File: config.mk
export PLATFORM = sky130hd
export DESIGN_NAME = dm_arbiter_flat
export DESIGN_NICKNAME = d
export VERILOG_FILES = /design/src/rtl/dm_arb_pkg.sv /design/src/rtl/dm_arbiter_if.sv /design/src/rtl/dm_arbiter_rr_arb2.sv /design/src/rtl/dm_arbiter.sv /design/src/flat_wrapper.sv
export SDC_FILE = /design/constraint.sdc
export NUM_CORES = 1
export LEC_CHECK = 0
export ABC_AREA = 0
export BUFFER_PORTS_ARGS = -buffer_cell sky130_fd_sc_hd__buf_4
export CORE_ASPECT_RATIO = 1.5
export CORE_UTILIZATION = 30
export CTS_BUF_LIST = sky130_fd_sc_hd__clkbuf_8
export CTS_CLUSTER_DIAMETER = 150
export CTS_CLUSTER_SIZE = 40
export DETAILED_ROUTE_END_ITERATION = 7
export SYNTH_ARGS = -nofsm -noshare
export SYNTH_HDL_FRONTEND = slang
export SYNTH_SLANG_ARGS = --single-unit
File: constraint.sdc
create_clock -name clk -period 4.5 [get_ports clk]
set_clock_uncertainty 0.1 [all_clocks]
set_input_delay 0.675 -clock clk [delete_from_list [all_inputs] [get_ports clk]]
set_output_delay 0.675 -clock clk [all_outputs]
set_load 0.05 [all_outputs]
File: src/rtl/dm_arb_pkg.sv
// Shared types for the data-memory arbiter: FSM states, latched command payload
// and the read-latency counter width.
package dm_arb_pkg;

  localparam int unsigned DM_ADDR_W = 32;
  localparam int unsigned DM_DATA_W = 32;
  localparam int unsigned CNT_W     = 4;

  typedef enum logic [1:0] {
    IDLE,
    ISSUE,
    WAIT
  } state_t;

  typedef struct packed {
    logic                 id;
    logic                 we;
    logic [DM_ADDR_W-1:0] addr;
    logic [DM_DATA_W-1:0] wdata;
  } cmd_t;

endpackage

File: src/rtl/dm_arbiter_if.sv
// Requester, memory and status signals of the data-memory arbiter.
// slave is the arbiter's view; master is the requester/memory side.
interface dm_arbiter_if #(
  parameter int unsigned ADDR_W = dm_arb_pkg::DM_ADDR_W,
  parameter int unsigned DATA_W = dm_arb_pkg::DM_DATA_W
);

  logic              r0_req;
  logic              r0_we;
  logic [ADDR_W-1:0] r0_addr;
  logic [DATA_W-1:0] r0_wdata;
  logic              r0_gnt;
  logic              r0_rvalid;
  logic [DATA_W-1:0] r0_rdata;

  logic              r1_req;
  logic              r1_we;
  logic [ADDR_W-1:0] r1_addr;
  logic [DATA_W-1:0] r1_wdata;
  logic              r1_gnt;
  logic              r1_rvalid;
  logic [DATA_W-1:0] r1_rdata;

  logic              mem_en;
  logic              mem_we;
  logic [ADDR_W-1:0] mem_addr;
  logic [DATA_W-1:0] mem_wdata;
  logic [DATA_W-1:0] mem_rdata;

  logic              busy;

  modport slave (
    input  r0_req, r0_we, r0_addr, r0_wdata,
    input  r1_req, r1_we, r1_addr, r1_wdata,
    input  mem_rdata,
    output r0_gnt, r0_rvalid, r0_rdata,
    output r1_gnt, r1_rvalid, r1_rdata,
    output mem_en, mem_we, mem_addr, mem_wdata,
    output busy
  );

  modport master (
    output r0_req, r0_we, r0_addr, r0_wdata,
    output r1_req, r1_we, r1_addr, r1_wdata,
    output mem_rdata,
    input  r0_gnt, r0_rvalid, r0_rdata,
    input  r1_gnt, r1_rvalid, r1_rdata,
    input  mem_en, mem_we, mem_addr, mem_wdata,
    input  busy
  );

endinterface

File: src/rtl/dm_arbiter_rr_arb2.sv
// Combinational 2-way round-robin picker: a lone request wins, a tie goes to
// the port that did not win last.
module rr_arb2 (
  input  logic [1:0] i_req,
  input  logic       i_last,
  output logic       o_id_c,
  output logic       o_valid_c
);

  always_comb begin
    o_valid_c = |i_req;
    o_id_c    = 1'b0;
    case (i_req)
      2'b01:   o_id_c = 1'b0;
      2'b10:   o_id_c = 1'b1;
      2'b11:   o_id_c = ~i_last;
      default: o_id_c = 1'b0;
    endcase
  end

endmodule

File: src/rtl/dm_arbiter.sv
// Two-requester arbiter for the single-port data memory (IDLE/ISSUE/WAIT FSM).
// Define DM_ARB_PERF_EN to add saturating grant/conflict performance counters.
module dm_arbiter
  import dm_arb_pkg::*;
#(
  parameter int unsigned ADDR_W  = 32,
  parameter int unsigned DATA_W  = 32,
  parameter int unsigned MEM_LAT = 1
) (
  input  logic               clk,
  input  logic               rst,
  dm_arbiter_if.slave        bus
`ifdef DM_ARB_PERF_EN
  ,
  output logic [31:0]        perf_gnt0,
  output logic [31:0]        perf_gnt1,
  output logic [31:0]        perf_conflict
`endif
);

  state_t            r_state, w_state_nxt;
  cmd_t              r_cmd, w_cmd_nxt;
  logic              r_last, w_last_nxt;
  logic [CNT_W-1:0]  r_cnt, w_cnt_nxt;
  logic [1:0]        r_gnt, w_gnt_nxt;
  logic [1:0]        r_rvalid, w_rvalid_nxt;
  logic              r_mem_en, w_mem_en_nxt;
  logic              r_mem_we, w_mem_we_nxt;
  logic [DATA_W-1:0] r_rdata0, w_rdata0_nxt;
  logic [DATA_W-1:0] r_rdata1, w_rdata1_nxt;
  logic              r_busy, w_busy_nxt;

  logic [1:0]        w_req;
  logic              w_pick_id;
  logic              w_pick_valid;

  assign w_req = {bus.r1_req, bus.r0_req};

  rr_arb2 u_rr_arb2 (
    .i_req     (w_req),
    .i_last    (r_last),
    .o_id_c    (w_pick_id),
    .o_valid_c (w_pick_valid)
  );

  // Outputs are decoded from the next state so they line up with the state they describe.
  always_comb begin
    w_state_nxt  = r_state;
    w_cmd_nxt    = r_cmd;
    w_last_nxt   = r_last;
    w_cnt_nxt    = r_cnt;
    w_gnt_nxt    = 2'b00;
    w_rvalid_nxt = 2'b00;
    w_mem_en_nxt = 1'b0;
    w_mem_we_nxt = 1'b0;
    w_rdata0_nxt = r_rdata0;
    w_rdata1_nxt = r_rdata1;

    unique case (r_state)
      IDLE: begin
        if (w_pick_valid) begin
          w_cmd_nxt.id = w_pick_id;
          if (w_pick_id) begin
            w_cmd_nxt.we    = bus.r1_we;
            w_cmd_nxt.addr  = DM_ADDR_W'(bus.r1_addr);
            w_cmd_nxt.wdata = DM_DATA_W'(bus.r1_wdata);
            w_gnt_nxt       = 2'b10;
          end else begin
            w_cmd_nxt.we    = bus.r0_we;
            w_cmd_nxt.addr  = DM_ADDR_W'(bus.r0_addr);
            w_cmd_nxt.wdata = DM_DATA_W'(bus.r0_wdata);
            w_gnt_nxt       = 2'b01;
          end
          w_last_nxt   = w_pick_id;
          w_mem_en_nxt = 1'b1;
          w_mem_we_nxt = w_cmd_nxt.we;
          w_state_nxt  = ISSUE;
        end
      end

      ISSUE: begin
        if (r_cmd.we) begin
          w_state_nxt = IDLE;
        end else begin
          w_cnt_nxt   = CNT_W'(MEM_LAT);
          w_state_nxt = WAIT;
        end
      end

      WAIT: begin
        // Memory data is valid in the cycle the counter sits at 1.
        if (r_cnt <= CNT_W'(1)) begin
          w_cnt_nxt = '0;
          if (r_cmd.id) begin
            w_rdata1_nxt = bus.mem_rdata;
            w_rvalid_nxt = 2'b10;
          end else begin
            w_rdata0_nxt = bus.mem_rdata;
            w_rvalid_nxt = 2'b01;
          end
          w_state_nxt = IDLE;
        end else begin
          w_cnt_nxt = r_cnt - CNT_W'(1);
        end
      end

      default: w_state_nxt = IDLE;
    endcase

    w_busy_nxt = (w_state_nxt != IDLE);
  end

  always_ff @(posedge clk) begin
    if (rst) begin
      r_state  <= IDLE;
      r_cmd    <= '0;
      r_last   <= 1'b1;
      r_cnt    <= '0;
      r_gnt    <= 2'b00;
      r_rvalid <= 2'b00;
      r_mem_en <= 1'b0;
      r_mem_we <= 1'b0;
      r_rdata0 <= '0;
      r_rdata1 <= '0;
      r_busy   <= 1'b0;
    end else begin
      r_state  <= w_state_nxt;
      r_cmd    <= w_cmd_nxt;
      r_last   <= w_last_nxt;
      r_cnt    <= w_cnt_nxt;
      r_gnt    <= w_gnt_nxt;
      r_rvalid <= w_rvalid_nxt;
      r_mem_en <= w_mem_en_nxt;
      r_mem_we <= w_mem_we_nxt;
      r_rdata0 <= w_rdata0_nxt;
      r_rdata1 <= w_rdata1_nxt;
      r_busy   <= w_busy_nxt;
    end
  end

  assign bus.r0_gnt    = r_gnt[0];
  assign bus.r1_gnt    = r_gnt[1];
  assign bus.r0_rvalid = r_rvalid[0];
  assign bus.r1_rvalid = r_rvalid[1];
  assign bus.r0_rdata  = r_rdata0;
  assign bus.r1_rdata  = r_rdata1;
  assign bus.mem_en    = r_mem_en;
  assign bus.mem_we    = r_mem_we;
  assign bus.mem_addr  = ADDR_W'(r_cmd.addr);
  assign bus.mem_wdata = DATA_W'(r_cmd.wdata);
  assign bus.busy      = r_busy;

`ifdef DM_ARB_PERF_EN
  logic [31:0] r_perf_gnt0;
  logic [31:0] r_perf_gnt1;
  logic [31:0] r_perf_conflict;

  // Saturating counters; a conflict cycle is any request seen without a grant out.
  always_ff @(posedge clk) begin
    if (rst) begin
      r_perf_gnt0     <= '0;
      r_perf_gnt1     <= '0;
      r_perf_conflict <= '0;
    end else begin
      if (r_gnt[0] && (r_perf_gnt0 != 32'hFFFF_FFFF)) begin
        r_perf_gnt0 <= r_perf_gnt0 + 32'd1;
      end
      if (r_gnt[1] && (r_perf_gnt1 != 32'hFFFF_FFFF)) begin
        r_perf_gnt1 <= r_perf_gnt1 + 32'd1;
      end
      if ((|w_req) && (r_gnt == 2'b00) && (r_perf_conflict != 32'hFFFF_FFFF)) begin
        r_perf_conflict <= r_perf_conflict + 32'd1;
      end
    end
  end

  assign perf_gnt0     = r_perf_gnt0;
  assign perf_gnt1     = r_perf_gnt1;
  assign perf_conflict = r_perf_conflict;
`endif

endmodule

File: src/flat_wrapper.sv
// flat-port wrapper written by rule: the top's interface ports become plain ports
module dm_arbiter_flat import dm_arb_pkg::*;
#(
  parameter int unsigned ADDR_W  = 32,
  parameter int unsigned DATA_W  = 32,
  parameter int unsigned MEM_LAT = 1
)
  (clk, rst, bus_r0_req, bus_r0_we, bus_r0_addr, bus_r0_wdata, bus_r1_req, bus_r1_we, bus_r1_addr, bus_r1_wdata, bus_mem_rdata, bus_r0_gnt, bus_r0_rvalid, bus_r0_rdata, bus_r1_gnt, bus_r1_rvalid, bus_r1_rdata, bus_mem_en, bus_mem_we, bus_mem_addr, bus_mem_wdata, bus_busy);
  dm_arbiter_if #(.ADDR_W(ADDR_W), .DATA_W(DATA_W)) bus_i ();
  input  logic clk;
  input  logic rst;
  input wire logic [$bits(bus_i.r0_req)-1:0] bus_r0_req;
  input wire logic [$bits(bus_i.r0_we)-1:0] bus_r0_we;
  input wire logic [$bits(bus_i.r0_addr)-1:0] bus_r0_addr;
  input wire logic [$bits(bus_i.r0_wdata)-1:0] bus_r0_wdata;
  input wire logic [$bits(bus_i.r1_req)-1:0] bus_r1_req;
  input wire logic [$bits(bus_i.r1_we)-1:0] bus_r1_we;
  input wire logic [$bits(bus_i.r1_addr)-1:0] bus_r1_addr;
  input wire logic [$bits(bus_i.r1_wdata)-1:0] bus_r1_wdata;
  input wire logic [$bits(bus_i.mem_rdata)-1:0] bus_mem_rdata;
  output wire logic [$bits(bus_i.r0_gnt)-1:0] bus_r0_gnt;
  output wire logic [$bits(bus_i.r0_rvalid)-1:0] bus_r0_rvalid;
  output wire logic [$bits(bus_i.r0_rdata)-1:0] bus_r0_rdata;
  output wire logic [$bits(bus_i.r1_gnt)-1:0] bus_r1_gnt;
  output wire logic [$bits(bus_i.r1_rvalid)-1:0] bus_r1_rvalid;
  output wire logic [$bits(bus_i.r1_rdata)-1:0] bus_r1_rdata;
  output wire logic [$bits(bus_i.mem_en)-1:0] bus_mem_en;
  output wire logic [$bits(bus_i.mem_we)-1:0] bus_mem_we;
  output wire logic [$bits(bus_i.mem_addr)-1:0] bus_mem_addr;
  output wire logic [$bits(bus_i.mem_wdata)-1:0] bus_mem_wdata;
  output wire logic [$bits(bus_i.busy)-1:0] bus_busy;
  assign bus_i.r0_req = bus_r0_req;
  assign bus_i.r0_we = bus_r0_we;
  assign bus_i.r0_addr = bus_r0_addr;
  assign bus_i.r0_wdata = bus_r0_wdata;
  assign bus_i.r1_req = bus_r1_req;
  assign bus_i.r1_we = bus_r1_we;
  assign bus_i.r1_addr = bus_r1_addr;
  assign bus_i.r1_wdata = bus_r1_wdata;
  assign bus_i.mem_rdata = bus_mem_rdata;
  assign bus_r0_gnt = bus_i.r0_gnt;
  assign bus_r0_rvalid = bus_i.r0_rvalid;
  assign bus_r0_rdata = bus_i.r0_rdata;
  assign bus_r1_gnt = bus_i.r1_gnt;
  assign bus_r1_rvalid = bus_i.r1_rvalid;
  assign bus_r1_rdata = bus_i.r1_rdata;
  assign bus_mem_en = bus_i.mem_en;
  assign bus_mem_we = bus_i.mem_we;
  assign bus_mem_addr = bus_i.mem_addr;
  assign bus_mem_wdata = bus_i.mem_wdata;
  assign bus_busy = bus_i.busy;
  dm_arbiter #(.ADDR_W(ADDR_W), .DATA_W(DATA_W), .MEM_LAT(MEM_LAT)) u_core (.clk(clk), .rst(rst), .bus(bus_i));
endmodule
After elaboration in Yosys (flattened, before gate mapping)
Index checks and enable logic that the tools add are counted.
{"block": "word_totals", "memories": 0, "ramBits": 0, "rom_bits": 0, "ff_bits": 144, "latchBits": 0, "output_inout_bits": 135}
{"block": "op_classes", "mul": 0, "n_bitwise": 6, "n_reduce_logical": 11, "shifts": 0, "n_div": 0, "magnitude_cmp": 1, "addsub": 1, "n_mux": 12, "n_eq_ne": 5}
{"operator": "65-bit 2-to-1 mux", "n": 1}
{"operator": "2-bit 2-to-1 mux", "n": 5}
{"operator": "4-bit 2-to-1 mux", "n": 2}
{"operator": "4-bit one-hot mux with 2 select lines", "n": 1}
{"operator": "2-bit == test, second input constant", "n": 3}
{"operator": "1-bit NOT", "n": 6}
{"operator": "2-bit one-hot mux with 3 select lines", "n": 1}
{"operator": "3-bit AND reduction", "n": 2}
{"operator": "3-bit OR reduction", "n": 2}
{"operator": "4-bit by 1-bit <= comparator with 1-bit output, second input constant", "n": 1}
{"operator": "2-bit AND reduction", "n": 2}
{"operator": "2-bit nonzero test", "n": 2}
{"operator": "2-bit OR reduction", "n": 2}
{"operator": "4-bit by 1-bit subtractor with 4-bit output, second input constant", "n": 1}
{"operator": "2-bit by 1-bit == test with 1-bit output, second input constant", "n": 1}
{"operator": "2-bit zero test", "n": 1}
{"operator": "2-bit != test, second input constant", "n": 1}
{"operator": "1-bit one-hot mux with 2 select lines", "n": 1}
{"operator": "1-bit 2-to-1 mux", "n": 1}

Depth between registers and ports, before layout
{"block": "logic_depth", "depth_word": 4, "depth_mapped": 7, "depth_no_buf": 5}

Hierarchy
A second synthesis with hierarchy kept.
{"block": "unflattened", "hier_cells": 592, "area_unflattened_um2": 6388.6}
{"module": "dm_arbiter", "area_each_um2": 6374.9, "seq_area_each_um2": 2882.8, "n_inst": 1, "cells_each": 590}
{"module": "rr_arb2", "area_each_um2": 13.8, "seq_area_each_um2": 0.0, "n_inst": 1, "cells_each": 2}

Least setup slack after synthesis
Ideal clock, no wire load.
{"block": "synth_timing", "path_type": "input-to-reg", "from": "input port bus_r1_req", "to": "register u_core.r_cmd (netlist bit u_core.bus.mem_wdata[23])", "cell_stages": 6, "setup_slack_ns": 2.589, "t_required_ns": 4.309, "t_arrival_ns": 1.720, "setup_ns": 0.091, "path_buffers": 3, "cell_sequence": "or2_1 clkbuf_1 and2_1 buf_2 buf_1 a311oi_1"}
{"block": "synth_between", "elab_chain_len": 3, "elab_cells_between_ends": 6}
{"item": "start, declared", "line_no": "flat_wrapper.sv:16", "rtl": "input wire logic [$bits(bus_i.r1_req)-1:0] bus_r1_req;"}
{"item": "2-bit == test", "line_no": "dm_arbiter_rr_arb2.sv:13", "rtl": "case (i_req)"}
{"item": "1-bit one-hot mux with 2 select lines", "line_no": "dm_arbiter_rr_arb2.sv:13"}
{"item": "65-bit 2-to-1 mux", "line_no": "dm_arbiter.sv:63", "rtl": "if (w_pick_id) begin"}
{"item": "end signal, assigned", "line_no": "dm_arbiter.sv:128", "rtl": "r_cmd <= w_cmd_nxt;"}
{"item": "end, declared", "line_no": "dm_arbiter.sv:22", "rtl": "cmd_t r_cmd, w_cmd_nxt;"}
Parallel ways exist; a longest one is shown, timed or not.
A chain may end at the register's enable or synchronous reset.

Worst setup path in the final report
{"block": "layout_timing", "from": "register u_core.r_last", "to": "register u_core.r_cmd (netlist bit u_core.bus.mem_wdata[5])"}
{"block": "layout_between", "elab_chain_len": 3}
{"item": "start, declared", "line_no": "dm_arbiter.sv:23", "rtl": "logic r_last, w_last_nxt;"}
{"item": "start signal, assigned", "line_no": "dm_arbiter.sv:129", "rtl": "r_last <= w_last_nxt;"}
{"item": "1-bit NOT", "line_no": "dm_arbiter_rr_arb2.sv:16", "rtl": "2'b11: o_id_c = ~i_last;"}
{"item": "1-bit one-hot mux with 2 select lines", "line_no": "dm_arbiter_rr_arb2.sv:13"}
{"item": "65-bit 2-to-1 mux", "line_no": "dm_arbiter.sv:63"}
Every way passes these cells.

==> metrics.md <==
| Metric | Value |
|---|---|
| IO Port Bufs | `300` |
| Post-synth EDFFs | `0` |
| Gr ovfl total | `0` |
| CTS H-Tree Depth | `4` |
| I/O pins | `301` |
| First-pass GRT wire length | `29200 um` |
| Row count | `66` |
| Setup violators final | `0` |
| Non-filler cells, final | `1228` |
| Worst skew pair latency | `440 ps` |
| Top cells by area, synth | `dfxtp_1 (44%), mux2i_1 (9.9%), nand2b_1 (9.2%)` |
| Distinct cell type count of the synthesized netlist | `43` |
| Ant. Diodes | `0` |
| Syn nets | `908` |
| Met2 usage | `0.298` |
| Status | `complete, no violations` |
| Largest delay share family, worst path | `compound AO/OA/AOI/OAI gates` |
| DP Cell Count | `1197` |
| Worst path buffer plus inverter count | `1` |
| Most frequent cell after synthesis | `dfxtp_1` |
| CTS buffer count | `17` |
| Hold crit path type | `reg2reg` |
| VDD IR max | `0.202 mV` |
| Final min period | `2160 ps` |
| Slew @ Worst Pin | `1040 ps` |
| Max-slew headroom | `0.308` |
| Syn avg cell area | `8.91 sq um` |
| Pleak | `4.06 nW` |
| # hold bufs at CTS | `0` |
| Worst hold margin | `374 ps` |
| Worst r2r src | `u_core.r_last` |
| Routed WL per cell | `15.7 um` |
| Clock tree root driver cell | `clkbuf_8` |
| Detailed router's first-iteration violation count | `251` |
| Final-stage net count | `1112` |
| Top post-synthesis cells by count | `dfxtp_1 (144), nand2_1 (131), nand2b_1 (97), a21oi_1 (67)` |
| Yosys top cell by area | `dfxtp_1` |
| Vias in the first global route | `5576` |
| Crit path kind | `reg2reg` |
| Post-CTS Setup Bufs | `0` |
| Final ANT Viol Nets | `0` |
| Dpl hpwl | `13000 um` |
| CP peak stage delay | `750 ps` |
| FMAX | `462 MHz` |
| Vias per cell | `4.73` |
| CP Capture Type | `flip-flop` |
| Final hold vios | `0` |
| Type of origin of the critical path | `flip-flop` |
| Util after Layout | `0.414` |
| Crit path cell chain | `a21bo_2 -> buf_4 -> nand2_1 -> a311oi_1` |
| DRC | `0` |
| Share of cells above drive strength 1 | `0.368` |
| Met3 GRT Util | `0.0496` |
| Most used routing layer | `met2` |
| Max clock buf depth | `2` |
| Die ar. | `0.0226 sq mm` |
| Top FF cell, synth | `dfxtp_1` |
| Cell Area, Placed | `0.00856 sq mm` |
| Detailed-route via count | `5814` |
| Max-Cap Viols | `0` |
| CTS tree | `done` |
| Mapped cell area | `0.00660 sq mm` |
| Iteration count of the initial detailed-routing pass | `4` |
| Core Box Area | `0.0216 sq mm` |
| Critical Path Start | `u_core.r_last` |
| Clk slew on worst S/H paths | `80 ps` |
| Post-Syn Instances | `740` |
| Sequential fraction of the synthesis area | `0.437` |
| GRT Overall Usage | `0.169` |
| Ys Warns | `0` |
| Routed WL | `19200 um` |
| Final Cycle Share | `0.481` |
| Area growth syn-to-layout | `35.7%` |
| Async SR Flop Fraction | `0` |
| Slowest cell on crit path | `a21bo_2` |
| Unrepaired setup endpoints after global routing | `no` |
| Final instance area | `0.00895 sq mm` |
| Initial antenna violation count | `0` |
| Met1 usage | `0.189` |
| Pins Over Slew Limit | `0` |
| Yosys reg bits | `144` |
| Setup_tns | `0 ps` |
| Largest net degree at the start of global routing | `128` |
| Req. time, crit path | `4750 ps` |
| PostCTS Resize Cnt | `0` |
| Crit-path max FO | `41` |
| Fillers | `2212` |
| Gpl congestion | `0.772` |
| Initial Utilization | `0.305` |
| Crit path arrival time | `2420 ps` |
| Min-Delay Startpoint | `u_core.bus.r1_rdata[20]` |
| Die width | `123 um` |
| Pwr per Cell Area | `377 mW/mm^2` |
| Top cell type's share of synthesized area | `0.437` |
| Num Clock Sinks | `144` |
| Die Y | `184 um` |
==> worst paths after layout <==
path                              to  slack, ps  cells after the start
max          u_core.bus.mem_wdata[5]       2340                      4
min          u_core.bus.r1_rdata[20]        370                      2
min reg2reg  u_core.bus.r1_rdata[20]        370                      2
max reg2reg  u_core.bus.mem_wdata[5]       2340                      4
==> state kept, by name (all words and copies together) (netlist names) <==
signal,cells
u_core.r_state,2
u_core.bus.r1_rdata,32
u_core.bus.mem_we,1
u_core.bus.r0_rdata,32
u_core.bus.mem_en,1
u_core.r_last,1
u_core.r_gnt,2
u_core.r_cmd,2
u_core.r_cnt,4
u_core.bus.mem_addr,32
u_core.r_rvalid,2
u_core.bus.busy,1
u_core.bus.mem_wdata,32
==> cells by family (layout without fill, tap and decap cells) <==
| kind of cell | count (synthesis) | count (layout) | synth area share |
|---|---|---|---|
| AND/OR/NAND/NOR | 257 | 257 | 0.196 |
| AO/OA/AOI/OAI | 144 | 144 | 0.151 |
| flip-flops | 144 | 144 | 0.437 |
| buffers and inverters | 128 | 344 | 0.113 |
| multiplexers | 65 | 65 | 0.0986 |
| adder cells (fa/ha/maj) | 2 | 2 | 0.00379 |
==> per-layer routing <==
| layer | wire [um] | part of all wire | vias to the layer above |
|---|---|---|---|
| met5 | 0 | 0 | - |
| met4 | 260 | 0.014 | 0 |
| met3 | 1310 | 0.068 | 17 |
| met2 | 10100 | 0.53 | 216 |
| met1 | 7560 | 0.39 | 2674 |
| li1 | - | - | 2907 |
==> final cells by class <==
class                      count  area [sq um]  area share
inverter                       3          11.3     0.00126
sequential                   144          2880       0.322
multi-input combinational    468          2990       0.334
tap                          272           340      0.0380
timing repair buffer         310          2340       0.261
clock inverter                11           114      0.0127
clock buffer                  20           275      0.0308
==> placed cells by master, fill, tap and decap left out, types with 2 or more instances in the layout <==
cell type and n:
a21bo_2 2, a21oi_1 67, a311oi_1 64, a31oi_1 2, buf_4 309, bufinv_16 2, clkbuf_8 20, clkinv_2 6
clkinvlp_4 2, dfxtp_1 144, ha_1 2, inv_1 3, mux2i_1 65, nand2_1 131, nand2b_1 97, nor2_1 6
nor3_1 4, nor4b_1 2, or2_2 2
==> per-stage QoR <==
| step | power, mW | worst slack (ps) |
|---|---|---|
| after floorplan | 2.14 | 2590 |
| after global placement | 2.38 | 1950 |
| after detailed placement | 2.39 | 1910 |
| after CTS | 3.44 | 2320 |
| after global routing | 3.55 | 2130 |
| final | 3.38 | 2340 |
==> report_power, final <==
group	switching (mW)	internal [mW]
logic	0.594	0.332
registers	0.0565	1.37
clock network	0.497	0.528
==> tightest hold or removal path: stages, from the launching register on <==
cell and delay (ps):
dfxtp_1 310, nand2b_1 60, mux2i_1 60
Note: power is estimated with default switching activity, not from simulation.
